<file path="src/rtl/pmod_cls_text_sequencer.sv">
// Turns a two-line, 16-character display request into Pmod CLS SPI write
// transactions (optional clear, row 0, row 1) fed to the SPI solo driver TX FIFO.
`timescale 1ns/1ps

module pmod_cls_text_sequencer #(
  parameter bit          CLEAR_ON_UPDATE = 1'b1,
  parameter int unsigned GAP_CYCLES      = 8
) (
  input  logic          i_clk_40mhz,
  input  logic          i_rst_40mhz,
  input  logic          i_update_req,
  input  logic [127:0]  i_line_top,
  input  logic [127:0]  i_line_bot,
  input  logic          i_spi_idle,
  output logic [7:0]    o_tx_data,
  output logic          o_tx_enqueue,
  output logic [10:0]   o_tx_len,
  output logic [1:0]    o_wait_cyc,
  output logic [10:0]   o_rx_len,
  output logic          o_go_stand,
  output logic          o_busy,
  output logic          o_done
);

  localparam int unsigned BYTE_W = 8;
  localparam int unsigned LINE_W = 128;
  localparam int unsigned LEN_W  = 11;
  localparam int unsigned CNT_W  = 5;
  localparam int unsigned GAP_W  = 8;

  localparam logic [1:0] SEG_CLR = 2'd0;
  localparam logic [1:0] SEG_L0  = 2'd1;
  localparam logic [1:0] SEG_L1  = 2'd2;

  localparam logic [LEN_W-1:0]  CLR_LEN  = LEN_W'(3);
  localparam logic [LEN_W-1:0]  LINE_LEN = LEN_W'(22);
  localparam logic [GAP_W-1:0]  GAP_LAST = GAP_W'(GAP_CYCLES - 1);
  localparam logic [BYTE_W-1:0] ESC      = 8'h1B;
  localparam logic [BYTE_W-1:0] CSI      = 8'h5B;

  typedef enum logic [2:0] {
    S_IDLE,
    S_CLR_LOAD,
    S_L0_LOAD,
    S_L1_LOAD,
    S_GO,
    S_RUN,
    S_GAP,
    S_DONE
  } state_t;

  state_t              state;
  logic [1:0]          seg;
  logic [CNT_W-1:0]    byte_cnt;
  logic [GAP_W-1:0]    gap_cnt;
  logic                run_seen;
  logic                pending;
  logic [LINE_W-1:0]   top_q;
  logic [LINE_W-1:0]   bot_q;

  logic                start_c;
  logic                gap_end_c;
  logic                launch_c;
  logic [1:0]          launch_seg_c;

  assign o_wait_cyc = 2'b00;
  assign o_rx_len   = 11'd0;

  // Byte idx of transaction s: ESC sequence header, then characters left to right.
  function automatic logic [BYTE_W-1:0] cls_byte(input logic [1:0] s,
                                                 input logic [CNT_W-1:0] idx,
                                                 input logic [LINE_W-1:0] top,
                                                 input logic [LINE_W-1:0] bot);
    logic [LINE_W-1:0] line;
    logic [3:0]        k;
    logic [6:0]        base;
    line     = (s == SEG_L1) ? bot : top;
    k        = 4'(idx - CNT_W'(6));
    base     = {~k, 3'b000};
    cls_byte = line[base +: BYTE_W];
    if (s == SEG_CLR) begin
      case (idx)
        CNT_W'(0): cls_byte = ESC;
        CNT_W'(1): cls_byte = CSI;
        default:   cls_byte = 8'h6A;
      endcase
    end else if (idx < CNT_W'(6)) begin
      case (idx)
        CNT_W'(0): cls_byte = ESC;
        CNT_W'(1): cls_byte = CSI;
        CNT_W'(2): cls_byte = (s == SEG_L1) ? 8'h31 : 8'h30;
        CNT_W'(3): cls_byte = 8'h3B;
        CNT_W'(4): cls_byte = 8'h30;
        default:   cls_byte = 8'h48;
      endcase
    end
  endfunction

  function automatic state_t load_state(input logic [1:0] s);
    case (s)
      SEG_CLR: load_state = S_CLR_LOAD;
      SEG_L0:  load_state = S_L0_LOAD;
      default: load_state = S_L1_LOAD;
    endcase
  endfunction

  // The cycle the driver is first seen idle again counts as the first gap cycle.
  always_comb begin
    start_c      = ((state == S_IDLE) && i_update_req) ||
                   ((state == S_DONE) && (pending || i_update_req));
    gap_end_c    = ((state == S_GAP) && (gap_cnt == GAP_LAST)) ||
                   ((state == S_RUN) && run_seen && i_spi_idle && (GAP_CYCLES == 1));
    launch_seg_c = start_c ? (CLEAR_ON_UPDATE ? SEG_CLR : SEG_L0) : (seg + 2'd1);
    launch_c     = start_c || (gap_end_c && (seg != SEG_L1));
  end

  always_ff @(posedge i_clk_40mhz) begin
    if (i_rst_40mhz) begin
      state        <= S_IDLE;
      seg          <= SEG_CLR;
      byte_cnt     <= '0;
      gap_cnt      <= '0;
      run_seen     <= 1'b0;
      pending      <= 1'b0;
      top_q        <= '0;
      bot_q        <= '0;
      o_tx_data    <= '0;
      o_tx_enqueue <= 1'b0;
      o_tx_len     <= '0;
      o_go_stand   <= 1'b0;
      o_busy       <= 1'b0;
      o_done       <= 1'b0;
    end else begin
      o_tx_enqueue <= 1'b0;
      o_go_stand   <= 1'b0;
      o_done       <= 1'b0;

      if (i_update_req && (state != S_IDLE) && (state != S_DONE)) begin
        pending <= 1'b1;
      end

      // Lines are captured when a request is serviced, not when it arrives.
      if (start_c) begin
        top_q   <= i_line_top;
        bot_q   <= i_line_bot;
        o_busy  <= 1'b1;
        pending <= 1'b0;
      end

      if (launch_c) begin
        seg          <= launch_seg_c;
        state        <= load_state(launch_seg_c);
        o_tx_data    <= ESC;
        o_tx_enqueue <= 1'b1;
        byte_cnt     <= CNT_W'(1);
        o_tx_len     <= (launch_seg_c == SEG_CLR) ? CLR_LEN : LINE_LEN;
      end else if (gap_end_c) begin
        state  <= S_DONE;
        o_done <= 1'b1;
        o_busy <= 1'b0;
      end else begin
        case (state)
          S_CLR_LOAD, S_L0_LOAD, S_L1_LOAD: begin
            if (LEN_W'(byte_cnt) == o_tx_len) begin
              o_go_stand <= 1'b1;
              state      <= S_GO;
            end else begin
              o_tx_data    <= cls_byte(seg, byte_cnt, top_q, bot_q);
              o_tx_enqueue <= 1'b1;
              byte_cnt     <= byte_cnt + CNT_W'(1);
            end
          end
          S_GO: begin
            state    <= S_RUN;
            run_seen <= 1'b0;
          end
          // Wait for the driver to leave idle, then to return to it.
          S_RUN: begin
            if (!run_seen) begin
              if (!i_spi_idle) run_seen <= 1'b1;
            end else if (i_spi_idle) begin
              state   <= S_GAP;
              gap_cnt <= GAP_W'(1);
            end
          end
          S_GAP:  gap_cnt <= gap_cnt + GAP_W'(1);
          S_DONE: state <= S_IDLE;
          default: ;
        endcase
      end
    end
  end

endmodule

</file>
<file path="config.mk">
export PLATFORM = sky130hd
export DESIGN_NAME = pmod_cls_text_sequencer
export DESIGN_NICKNAME = d
export VERILOG_FILES = /design/src/rtl/pmod_cls_text_sequencer.sv
export SDC_FILE = /design/constraint.sdc
export NUM_CORES = 1
export LEC_CHECK = 0
export ABC_AREA = 1
export CAP_MARGIN = 5
export CORE_ASPECT_RATIO = 1.5
export CORE_MARGIN = 4
export CORE_UTILIZATION = 40
export DETAILED_ROUTE_END_ITERATION = 10
export GPL_TIMING_DRIVEN = 0
export PLACE_DENSITY = 0.67
export REMOVE_ABC_BUFFERS = 1
export SLEW_MARGIN = 40
export SYNTH_ARGS = -nofsm -noshare
export SYNTH_HDL_FRONTEND = slang
export SYNTH_SLANG_ARGS = --single-unit
</file>
<file path="constraint.sdc">
create_clock -name i_clk_40mhz -period 3.38 [get_ports i_clk_40mhz]
set_clock_uncertainty 0.15 [all_clocks]
set_input_delay 0.338 -clock i_clk_40mhz [delete_from_list [all_inputs] [get_ports i_clk_40mhz]]
set_output_delay 0.338 -clock i_clk_40mhz [all_outputs]
set_load 0.05 [all_outputs]
</file>
# --- After elaboration in Yosys (flattened, before gate mapping) ---
# Cells that the tools add are included.
totals:
  regBits: 299
  in_bits: 260
  output_inout_bits: 36
  elab_cells: 116
classes:
  addsub: 4
  n_lt_le_gt_ge: 1
  n_eq_ne: 24
  shift: 1
  muxes: 38
  bitwise_logic: 5
  reduce_logical: 27
op_table:
  columns: ["cell", "n"]
  rows:
  - ["128-bit 2-to-1 mux", 1]
  - ["128-bit by 8-bit indexed part select with 8-bit output", 1]
  - ["7-bit one-hot mux with 5 select lines", 1]
  - ["8-bit 2-to-1 mux", 4]
  - ["5-bit 2-to-1 mux", 5]
  - ["1-bit 2-to-1 mux", 16]
  - ["8-bit one-hot mux with 2 select lines", 1]
  - ["3-bit 2-to-1 mux", 5]
  - ["7-bit one-hot mux with 2 select lines", 1]
  - ["3-bit == test (second input constant)", 4]
  - ["4-bit inequality test (second input constant)", 3]
  - ["3-bit one-hot mux with 4 select lines", 1]
  - ["5-bit by 11-bit == test with 1-bit output", 1]
  - ["5-bit by 2-bit == test with 1-bit output (second input constant)", 2]
  - ["3-bit AND reduction", 3]
  - ["8-bit by 1-bit adder with 8-bit output (second input constant)", 1]
  - ["8-bit by 3-bit == test with 1-bit output (second input constant)", 1]
  - ["2-bit inequality test (second input constant)", 4]
  - ["3-bit by 2-bit == test with 1-bit output (second input constant)", 2]
  - ["1-bit logical AND", 6]
  - ["2-bit nonzero test", 3]
  - ["6-bit nonzero test", 1]
  - ["5-bit by 1-bit adder with 5-bit output (second input constant)", 1]
  - ["5-bit by 1-bit == test with 1-bit output (second input constant)", 1]
  - ["24 further kinds", 31]

# --- Longest topological paths before layout ---
# Gate-level depths: netlist of run 1.
logic_depth:
  word_depth: 9
  mapped_depth: 16
  depth_no_buf: 14

# --- Worst setup path before layout of run 1 ---
# OpenSTA, ideal clock, no wires.
synth_timing:
  path_kind: "register to register"
  start: "reg byte_cnt[1]"
  end: "reg o_tx_data[0]"
  setup_time_ns: 0.070
  arrival_time_ns: 1.796
  setup_slack_ns: 1.364
  stages_incl_launch_ff: 13
  synth_period_minus_slack_ns: 2.016
  cell_sequence: "dfxtp_1 -> buf_2 -> inv_1 -> clkbuf_1 -> ha_1 -> inv_1 -> nor2_1 -> nor2_1 -> a22oi_1 -> nor2_1 -> nand2_1 -> nand2_1 -> a21oi_1"
synth_between:
  elab_chain_cells: 9
  word_cells_on_any_way: 20
  cone_classes: "add/sub (1); order compare (1); eq/ne (6); shift (1); mux (8); bitwise (1); reduce/logical (2)"
synth_rtl:
  columns: ["item", "line_no", "text"]
  rows:
  - ["start, declared", "54", "logic [CNT_W-1:0] byte_cnt;"]
  - ["start signal, assigned", "170", "byte_cnt <= byte_cnt + CNT_W'(1);"]
  - ["4-bit by 3-bit subtractor with 4-bit output", "78", "k = 4'(idx - CNT_W'(6));"]
  - ["4-bit inverter", "79", "base = {~k, 3'b000};"]
  - ["128-bit by 8-bit indexed part select with 8-bit output", "80", "cls_byte = line[base +: BYTE_W];"]
  - ["8-bit 2-to-1 mux", "87", "end else if (idx < CNT_W'(6)) begin"]
  - ["8-bit 2-to-1 mux", "81", "if (s == SEG_CLR) begin"]
  - ["5-bit 2-to-1 mux", "164", "if (LEN_W'(byte_cnt) == o_tx_len) begin"]
  - ["5-bit 2-to-1 mux", "162", "case (state)"]
  - ["5-bit 2-to-1 mux", "157", "end else if (gap_end_c) begin"]
  - ["5-bit 2-to-1 mux", "150", "if (launch_c) begin"]
  - ["end signal, assigned", "168", "o_tx_data <= cls_byte(seg, byte_cnt, top_q, bot_q);"]
  - ["end, declared", "15", "output logic [7:0] o_tx_data,"]
# Several ways; a longest one is shown, not always the timed one. The select of a mux whose other input is x is not followed.
# A chain may end at the register's enable or synchronous reset.

# --- Worst setup path in the final report of run 1 ---
layout_timing:
  start: "reg state[2]"
  end: "reg o_tx_len[2]"
layout_between:
  elab_chain_cells: 6
  word_cells_on_any_way: 12
  cone_classes: "eq/ne (2); mux (2); reduce/logical (8)"
layout_rtl:
  columns: ["item", "line_no", "text"]
  rows:
  - ["start, declared", "52", "state_t state;"]
  - ["start signal, assigned", "152", "state <= load_state(launch_seg_c);"]
  - ["3-bit == test / 3-bit logical NOT (equally long branches)", "110, 109", null]
  - ["1-bit logical AND (on tied branches)", "110, 109", null]
  - ["1-bit logical OR", "109", "start_c = ((state == S_IDLE) && i_update_req) ||"]
  - ["2-bit 2-to-1 mux", "113", "launch_seg_c = start_c ? (CLEAR_ON_UPDATE ? SEG_CLR : SEG_L0) : (seg + 2'd1);"]
  - ["2-bit logical NOT", "156", "o_tx_len <= (launch_seg_c == SEG_CLR) ? CLR_LEN : LINE_LEN;"]
  - ["5-bit 2-to-1 mux", "156", null]
  - ["end signal, assigned", "156", null]
  - ["end, declared", "17", "output logic [10:0] o_tx_len,"]
# Several ways; a longest one is shown, not always the timed one.

==> out/results.ini, run 1 <==
[power]
internal-power_mw = 7.92
power_mw = 12.9
seqPwrFrac = 0.362
power_density_mw_per_mm2 = 748
leakagePower_nw = 6.45
combPwrFrac = 0.379
switching_share = 0.385
p_sw_mw = 4.95
p_clk_frac = 0.259
peakVddDrop_mv = 0.403

[detailed_routing]
wirelength_um = 42200
avgViaCountPerCell = 5.17
num_vias = 13000
drt_iter0_drc = 743
routedWlPerCell_um = 16.8
drc = 0
first_pass_iters = 5
drtAntennaViolNets = 0

[worst_hold_path]
hold_depth = 3
hold_class = in -> reg

[placed_design]
dpl_cell_area_mm2 = 0.0162
port_buffers = 275
place_congestion = 0.809
dpl.hpwl_um = 27500

[run]
maxCapViolCount = 0

[critical_path]
worstSetupPathType = reg -> reg
critPathArrivalTime_ns = 3.40
reg2reg_depth = 14
crit_required_ns = 3.66
worstSetupStartpointType = flip-flop
critPathMaxFanout = 74
critPathCaptureType = flip-flop

[global_routing]
grt_remaining_overflow = 0
grt_pass1_vias = 12400
grt_usage = 0.219
antenna_found_initial = 11
grt_pass1_wl_um = 64500
grt_max_degree = 162

[timing]
rsz0062_at_grt = no
final-max-slew-violation-count = 0
tns_ns = 0
relSlewSlack = 0.585
fmax_ghz = 0.320
hold_violations = 0
worst_pin_slew_ns = 0.620
setup_viol = 0
min_period_ns = 3.13
whs_ns = 0.191
period_share = 0.925

[cts]
numCtsBuffers = 29
cts.sinks = 291
worstSkewPairLatency_ns = 0.56
cts-resized-gates = 0
htreeDepth = 1
post_cts_buffers = 0
clk_pin_slew_ns = 0.06
cts_buffer_depth = 3
clock-root-buffer = clkbuf_16
cts_tree = built

[floorplanning]
die-area_mm2 = 0.0364
die_y_um = 232
initial_core_util = 0.408
coreArea_mm2 = 0.0327
ios = 296
die_w_um = 157
rows = 81

[layout]
layout_commonest_cell = nand2_1
final_cell_mix = 527 x nand2_1, 342 x a21oi_1, 289 x dfxtp_1, 274 x clkdlybuf4s50_1, 129 x nand3_1
stdcell_area_mm2 = 0.0172
final_nets = 2330
fill_cells = 3229
drive_above_1_share = 0.0490
syn_to_final_growth_pct = 28.9

[run_status]
outcome = completed

[logic_synthesis]
synth_compound_area_frac = 0.214
ys_types = 40
syn_avg_cell_area_um2 = 7.10
ys.flop_type = dfxtp_1
synth-seq-cells = 291
async_flop_share = 0
synth_top_family_by_area = simple AND/OR/NAND/NOR gates
synthCells = 1880
ys_warn_count = 0
ys_seq_area_frac = 0.437
synthAdderAreaFrac = 0.00750
synth_xor_area_frac = 0.00384
yosys-mux-area-fraction = 0
syn_area_mm2 = 0.0133
synth_edf_count = 0
synth-simple-area-share = 0.231

==> cell families (layout without fill, tap and decap cells) <==
logic type | Yosys count | in the layout
AO/OA/AOI/OAI | 553 | 553
XOR/XNOR | 5 | 5
adder cells (fa/ha/maj) | 8 | 8
buffers and inverters | 282 | 465
flip-flops | 291 | 291
other | 1 | 31
AND/OR/NAND/NOR | 740 | 740
==> layer usage <==
metal,vias up,track usage,part of all wire
li1,6527,-,-
met1,5990,0.259,0.39
met2,375,0.392,0.52
met3,85,0.0233,0.050
met4,0,0.105,0.040
met5,-,0,0
==> state kept, by name, indices dropped and copies added, names as in the netlist <==
register and count:
o_go_stand 1, seg 2, o_done 1, o_tx_data 8, o_tx_enqueue 1, byte_cnt 5, pending 1, o_tx_len 3
run_seen 1, o_busy 1, top_q 128, bot_q 128, state 3, gap_cnt 8
==> cells in the mapped netlist (all sizes together) (2+ instances only) <==
cell type	count	area [um2]
nand2	535	2040
a21oi	342	1710
dfxtp	291	5830
o21ai	178	895
nand3	130	656
inv	120	453
buf	114	795
nor2	53	231
clkbuf	46	173
o211ai	20	150
nor3	12	82.6
ha	8	100
a31oi	5	31.3
xor2	5	51.3
nand4	4	25.0
o221ai	4	35.0
clkinv	2	8.75
nor4	2	12.5
or2	2	12.5
==> area by class of cell <==
cell class / instances / area [um2] / share of cell area
well taps: 415 / 519 / 0.0302
clock buffers: 42 / 876 / 0.0509
repair buffers: 292 / 3150 / 0.183
diodes: 11 / 27.5 / 0.00160
inverters: 122 / 495 / 0.0288
flip-flops and latches: 291 / 5830 / 0.339
clock inverters: 9 / 105 / 0.00611
multi-input cells: 1326 / 6200 / 0.360
==> metrics by stage <==
| stage | cells | setup WS, ns | util |
|---|---|---|---|
| 6_report | 2508 | 0.253 | 0.525 |
| 5_1_grt | 2508 | 0.0240 | 0.525 |
| 4_1_cts | 2496 | 0.0938 | 0.524 |
| 3_5_place_dp | 2444 | -0.205 | 0.493 |
| 3_3_place_gp | 2429 | -9.39 | 0.480 |
| 2_1_floorplan | 1739 | -2.01 | - |
==> worst max-delay path, cell delays in order, from the launching register on <==
cell     delay [ns]
dfxtp_1        0.43
inv_2          0.10
nor3_4         0.25
o21ai_2        0.13
nand2_8        0.21
buf_16         0.31
buf_16         0.31
inv_16         0.13
buf_16         0.23
nand2_4        0.18
inv_2          0.10
nand2_2        0.12
inv_2          0.08
nand2_1        0.08
o21ai_1        0.07
==> power by group through the flow <==
stage,Sequential (mW),Clock (mW),Combinational (mW)
5_1_grt,4.75,3.51,5.45
4_1_cts,4.66,3.40,4.86
6_report,4.66,3.33,4.87
3_5_place_dp,4.73,0,4.84
3_3_place_gp,4.85,0,4.53
2_1_floorplan,4.84,0,2.88
==> final timing paths <==
path | slack (ns) | start | endpoint
setup / recovery | 0.25 | state[2] | o_tx_len[2]
hold / removal | 0.19 | i_line_top[86] | top_q[86]
setup reg to reg | 0.25 | state[2] | o_tx_len[2]
hold reg to reg | 0.30 | top_q[0] | top_q[0]
==> repair_timing <==
action | in CTS | in global routing
hold buffers | 1 | 0
endpoints found under the setup margin | 0 | 8
endpoints found under the hold margin | 20 | 0
Note: power is estimated with default switching activity, not from simulation.
==> inputs of run 2 (changes only) <==
--- a/config.mk
+++ b/config.mk
@@ -7,14 +7,16 @@
 export LEC_CHECK = 0
 export ABC_AREA = 1
 export CAP_MARGIN = 5
+export CELL_PAD_IN_SITES_DETAIL_PLACEMENT = 0
+export CELL_PAD_IN_SITES_GLOBAL_PLACEMENT = 1
 export CORE_ASPECT_RATIO = 1.5
 export CORE_MARGIN = 4
-export CORE_UTILIZATION = 40
+export CORE_UTILIZATION = 39
 export DETAILED_ROUTE_END_ITERATION = 10
 export GPL_TIMING_DRIVEN = 0
-export PLACE_DENSITY = 0.67
+export HOLD_SLACK_MARGIN = 0.12
+export PLACE_DENSITY = 0.87
 export REMOVE_ABC_BUFFERS = 1
-export SLEW_MARGIN = 40
 export SYNTH_ARGS = -nofsm -noshare
 export SYNTH_HDL_FRONTEND = slang
 export SYNTH_SLANG_ARGS = --single-unit
==> run 2 against run 1 <==
Against the previous run:
- clock power is 8.1% lower
- core utilization shrank 2.2 points
- sequential power down 1%
- final area down 1.6%
- wire length fell by 0.45%
- fmax is 0.33% lower
- via count decreased by 1.1%
- hold slack got worse by 0.033 ns
- largest cell class unchanged
- highest routed layer unchanged
==> out/results.ini, run 2 (synthesis results as in run 1) <==
[power]
switching_share = 0.388
internal-power_mw = 7.61
seqPwrFrac = 0.371
p_clk_frac = 0.246
power_density_mw_per_mm2 = 734
leakagePower_nw = 6.35
power_mw = 12.4
combPwrFrac = 0.383
peakVddDrop_mv = 0.432
p_sw_mw = 4.82

[detailed_routing]
drtAntennaViolNets = 0
drt_iter0_drc = 701
drc = 0
num_vias = 12800
wirelength_um = 42000
first_pass_iters = 5
routedWlPerCell_um = 16.8
avgViaCountPerCell = 5.15

[cts]
cts.sinks = 291
htreeDepth = 1
clock-root-buffer = clkbuf_16
cts_tree = built
cts_buffer_depth = 3
numCtsBuffers = 29
worstSkewPairLatency_ns = 0.55
clk_pin_slew_ns = 0.06
ctsHoldBuffers = 0

[global_routing]
grt_pass1_wl_um = 64700
grt_max_degree = 208
grt_remaining_overflow = 0
antenna_found_initial = 3
grt_usage = 0.212
grt_pass1_vias = 12200

[layout]
layout_commonest_cell = nand2_1
drive_above_1_share = 0.0434
syn_to_final_growth_pct = 26.8
fill_cells = 3390
final_cell_mix = 527 x nand2_1, 342 x a21oi_1, 289 x dfxtp_1, 274 x clkdlybuf4s50_1, 129 x nand3_1
final_cells = 2495
final_nets = 2324
top_regs = bot_q x128, top_q x128

[critical_path]
max_stage_delay_ns = 0.61
reg2reg_depth = 10
cpLargestDelayFamily = buffers and inverters
path_cells = buf_12, ha_2, inv_1, a21oi_1, nand2_1, nand3_1, nand3_1, nand2_1, nand2_1, a21oi_1
ff2ff_setup_slack_ns = 0.24
critPathArrivalTime_ns = 3.46
cpMaxStageDelayCell = ha_2
critPathMaxFanout = 31
crit_buf_inv = 2
critPathCaptureType = flip-flop
worstSetupStartpointType = flip-flop
reg2reg_from = byte_cnt[1]
path_common_cell = nand2_1
worstSetupPathType = reg -> reg
crit_required_ns = 3.70
rr_endpoint = o_tx_data[0]

[floorplanning]
die_y_um = 235
rows = 82
initial_core_util = 0.397
coreArea_mm2 = 0.0337
die-area_mm2 = 0.0373
die_w_um = 159
ios = 296

[worst_hold_path]
worstHoldEndpoint = bot_q[8]
hold_class = in -> reg
min_from = i_rst_40mhz
hold_depth = 2

[timing]
relSlewSlack = 0.381
fmax_ghz = 0.319
period_share = 0.928
worst_pin_slew_ns = 0.928
final-max-slew-violation-count = 0
hold_violations = 0
tns_ns = 0
min_period_ns = 3.14
setup_viol = 0
rsz0062_at_grt = no

[run]
maxCapViolCount = 0

[placed_design]
place_congestion = 0.804
port_buffers = 275
dpl.hpwl_um = 26500
placedCellCount = 2443

[run_status]
outcome = completed

[run 2: cell types whose count changed in the layout (fill, tap and decap cells not counted), moves of 2 or more]
cell,previous run,this run
diode_2,11,3
clkinvlp_4,4,0
buf_12,8,5
bufinv_16,2,0
clkbuf_1,4,6
clkbuf_16,31,29
clkinv_2,4,6
[run 2: repair_timing]
item,4_1_cts,5_1_grt
pin swaps,1,0
buffers inserted,1,1
gates resized for setup,1,1
gates cloned,0,0
endpoints found under the setup margin,6,2
hold endpoints to repair,0,0
[run 2: worst max-delay path by stage]
stage                           start           end  cells after the start
after floorplan                seg[0]  o_tx_data[5]                     10
after global placement    i_rst_40mhz   o_tx_len[2]                      6
after detailed placement  byte_cnt[1]  o_tx_data[0]                     10
after CTS                      seg[0]  o_tx_data[2]                     13
after global routing      byte_cnt[1]  o_tx_data[0]                     10
final                     byte_cnt[1]  o_tx_data[0]                     10
[run 2: power groups by stage]
stage	Sequential, mW	Clock (mW)	Combinational (mW)
2_1_floorplan	4.84	0	2.88
3_3_place_gp	4.85	0	4.55
3_5_place_dp	4.68	0	4.78
4_1_cts	4.61	3.14	4.80
5_1_grt	4.69	3.28	5.34
6_report	4.61	3.06	4.75
[run 2: final cells by class]
type | instances | area (um2) | area share
Inverter | 122 | 480 | 0.0284
Multi-Input combinational cell | 1326 | 6180 | 0.365
Timing Repair Buffer | 286 | 3020 | 0.178
Sequential cell | 291 | 5830 | 0.344
Tap cell | 420 | 526 | 0.0310
Clock inverter | 4 | 20.0 | 0.00118
Clock buffer | 43 | 858 | 0.0507
Antenna cell | 3 | 7.51 | 0.000444
[run 2: per-layer routing]
metal / wire length, um / global-route usage / up-vias
li1: - / - / 6498
met1: 17300 / 0.253 / 5985
met2: 21800 / 0.395 / 302
met3: 1780 / 0.0254 / 55
met4: 1160 / 0.0695 / 0
met5: 0 / 0 / -
[run 2: through the flow]
step	hold WS (ns)	worst slack, ns	utilization	area (um2)
floorplan	0.257	-2.01	-	12400
global placement	0.285	-9.43	0.467	15700
detailed placement	0.290	-0.322	0.475	16000
CTS	0.164	0.0759	0.502	16900
global route	0.176	0.0428	0.503	16900
finish	0.158	0.243	0.503	16900
==> RTL change (config.mk and constraints of run 1) <==
The 8 states of `state_t` get a Gray code encoding in 3 bits.
--- a/src/rtl/pmod_cls_text_sequencer.sv
+++ b/src/rtl/pmod_cls_text_sequencer.sv
@@ -39,14 +39,14 @@
   localparam logic [BYTE_W-1:0] CSI      = 8'h5B;
 
   typedef enum logic [2:0] {
-    S_IDLE,
-    S_CLR_LOAD,
-    S_L0_LOAD,
-    S_L1_LOAD,
-    S_GO,
-    S_RUN,
-    S_GAP,
-    S_DONE
+    S_IDLE     = 3'b000,
+    S_CLR_LOAD = 3'b001,
+    S_L0_LOAD  = 3'b011,
+    S_L1_LOAD  = 3'b010,
+    S_GO       = 3'b110,
+    S_RUN      = 3'b111,
+    S_GAP      = 3'b101,
+    S_DONE     = 3'b100
   } state_t;
 
   state_t              state;
Function: no difference found for any inputs over 4 cycles, from zero or initial values and one cycle with i_rst_40mhz high; so few cycles prove little.
==> RTL change against run 1 <==
- power fell by 4.1%
- sequential cell count is the same
- final cell count increased by 0.12%
- die area shrank 0.93%
- area after synthesis down 0.98%
- non-clock buffer count shrank 3
- wire length shrank 2.9%
- clock power fell by 6%
- worst setup slack better by 0.42 ns
- core utilization fell by 0.39 points
- fmax up 15%
- combinational power decreased by 3%
- design area is 1.0% lower
- hold slack got worse by 0.12 ns
==> RTL change: results (changes against run 1) <==
metric	value	unit	change
arrival	2.97	ns	-0.43 ns
clock_latency	0.55	ns	
hold_path.class	input port to register		
layout-drive-gt1-share	4.07	%	-0.83 points
tightest_slew	0.615	ns	-0.00543 ns
grt_pass1_vias	12100		-2.9%
min_from	i_rst_40mhz		
grt_usage	21.4	%	-0.53 points
post_cts_buffers	0		unchanged
ctsResizeCount	0		unchanged
reg_top3	bot_q (128), top_q (128)		
critPathMaxFanout	61		-18%
ys_async_sr_fraction	0	%	unchanged
path_clk_slew	0.06	ns	about the same
crit_path_start	byte_cnt[0]		
synthFlopType	dfxtp_1		
route.met3.wl	2.13	mm	+0.52%
vias	13000		+0.52%
met1_length	16.3	mm	-1.6%
ys_warn_count	0		unchanged
cts-root-buf	clkbuf_16		
h-tree-depth	1		unchanged
cts_buffers	29		unchanged
ir_drop	0.000406	V	+0.83%
gp_congestion	0.830		+2.5%
fin_nets	2338		+0.34%
place_ws	0.477	ns	+0.682 ns
cts.path.max_buffers	3		unchanged
io_buffers	275		unchanged
wl_met2	21.0	mm	-3.8%
post_dp_cell_area	16100	um2	-0.36%
cts_hold_buf	0		-1
fillers	3257		+0.87%
hpwl	26.6	mm	-3.4%
drt_iter0_markers	826		+11%
finish.utilization	52.1	%	-0.39 points
synth_common_cells	nand2_1 (665), dfxtp_1 (291), a21oi_1 (266)		
grt_max_degree	101		-38%
antenna_found_initial	6		-5
highest_layer	met4		
ys_seq_area_share	44.1	%	+0.43 points
leakagePower	6.41	nW	-0.57%
wl_per_cell	16.3	um	-3.0%
ys_types	37		-7.5%
synth.area.top_cells	dfxtp_1 (44%), nand2_1 (19%), a21oi_1 (10%)		
grt_pass1_wl	62.9	mm	-2.5%
first_pass_iters	5		unchanged
status	complete, no violations		
-- RTL change: final cells by class --
class | count | area [um2] | area share (%)
antenna | 6 | 15.0 | 0.0882
clock buffer | 46 | 850 | 4.99
clock inverter | 5 | 57.6 | 0.338
inverter | 82 | 333 | 1.96
multi-input combinational | 1377 | 6310 | 37.1
sequential | 291 | 5830 | 34.3
tap | 415 | 519 | 3.05
timing repair buffer | 289 | 3100 | 18.2
-- RTL change: cell families (layout without fill, tap and decap cells) --
group                    Yosys count  in the layout  synth area share, %
buffers and inverters            244            422                 8.99
other                              1             26               0.0284
XOR/XNOR                           5              5                0.388
flip-flops                       291            291                 44.1
adder cells (fa/ha/maj)            8              8                0.758
AND/OR/NAND/NOR                  927            927                 28.2
AO/OA/AOI/OAI                    417            417                 17.5
-- RTL change: path summary, 6_finish.rpt --
kind | endpoint | slack, ns | cells past startpoint
setup / recovery | o_tx_data[4] | 0.67 | 12
hold / removal | bot_q[40] | 0.07 | 2
setup reg to reg | o_tx_data[4] | 0.67 | 12
hold reg to reg | bot_q[42] | 0.31 | 2
-- RTL change: critical path, stage by stage (launching register included) --
cell and delay, ns:
dfxtp_4 0.52, buf_12 0.24, buf_12 0.23, inv_6 0.25
ha_1 0.32, nand4_1 0.12, nand3_1 0.09, nor2_1 0.21
nand3_1 0.13, nand2_1 0.09, nand2_1 0.05, nand2_1 0.06
a21oi_1 0.06
-- RTL change: where the power goes --
group          switching [mW]  internal (mW)  leakage [nW]
logic                    3.07           1.67          3.58
clock network            1.35           1.79         0.445
registers               0.378           4.09          2.39
total                    4.79           7.54          6.41
-- RTL change: stage by stage --
stage,hold WS (ns),std cells,power [mW]
3_5_place_dp,0.302,2454,9.29
2_1_floorplan,0.257,1750,7.49
5_1_grt,0.0852,2511,13.1
4_1_cts,0.0662,2505,12.5
6_report,0.0744,2511,12.3
3_3_place_gp,0.296,2440,9.24
-- RTL change: layer usage --
layer	track usage, %	vias up
met1	25.8	6073
met5	0	-
met3	2.46	73
met2	38.0	373
li1	-	6526
met4	8.93	0
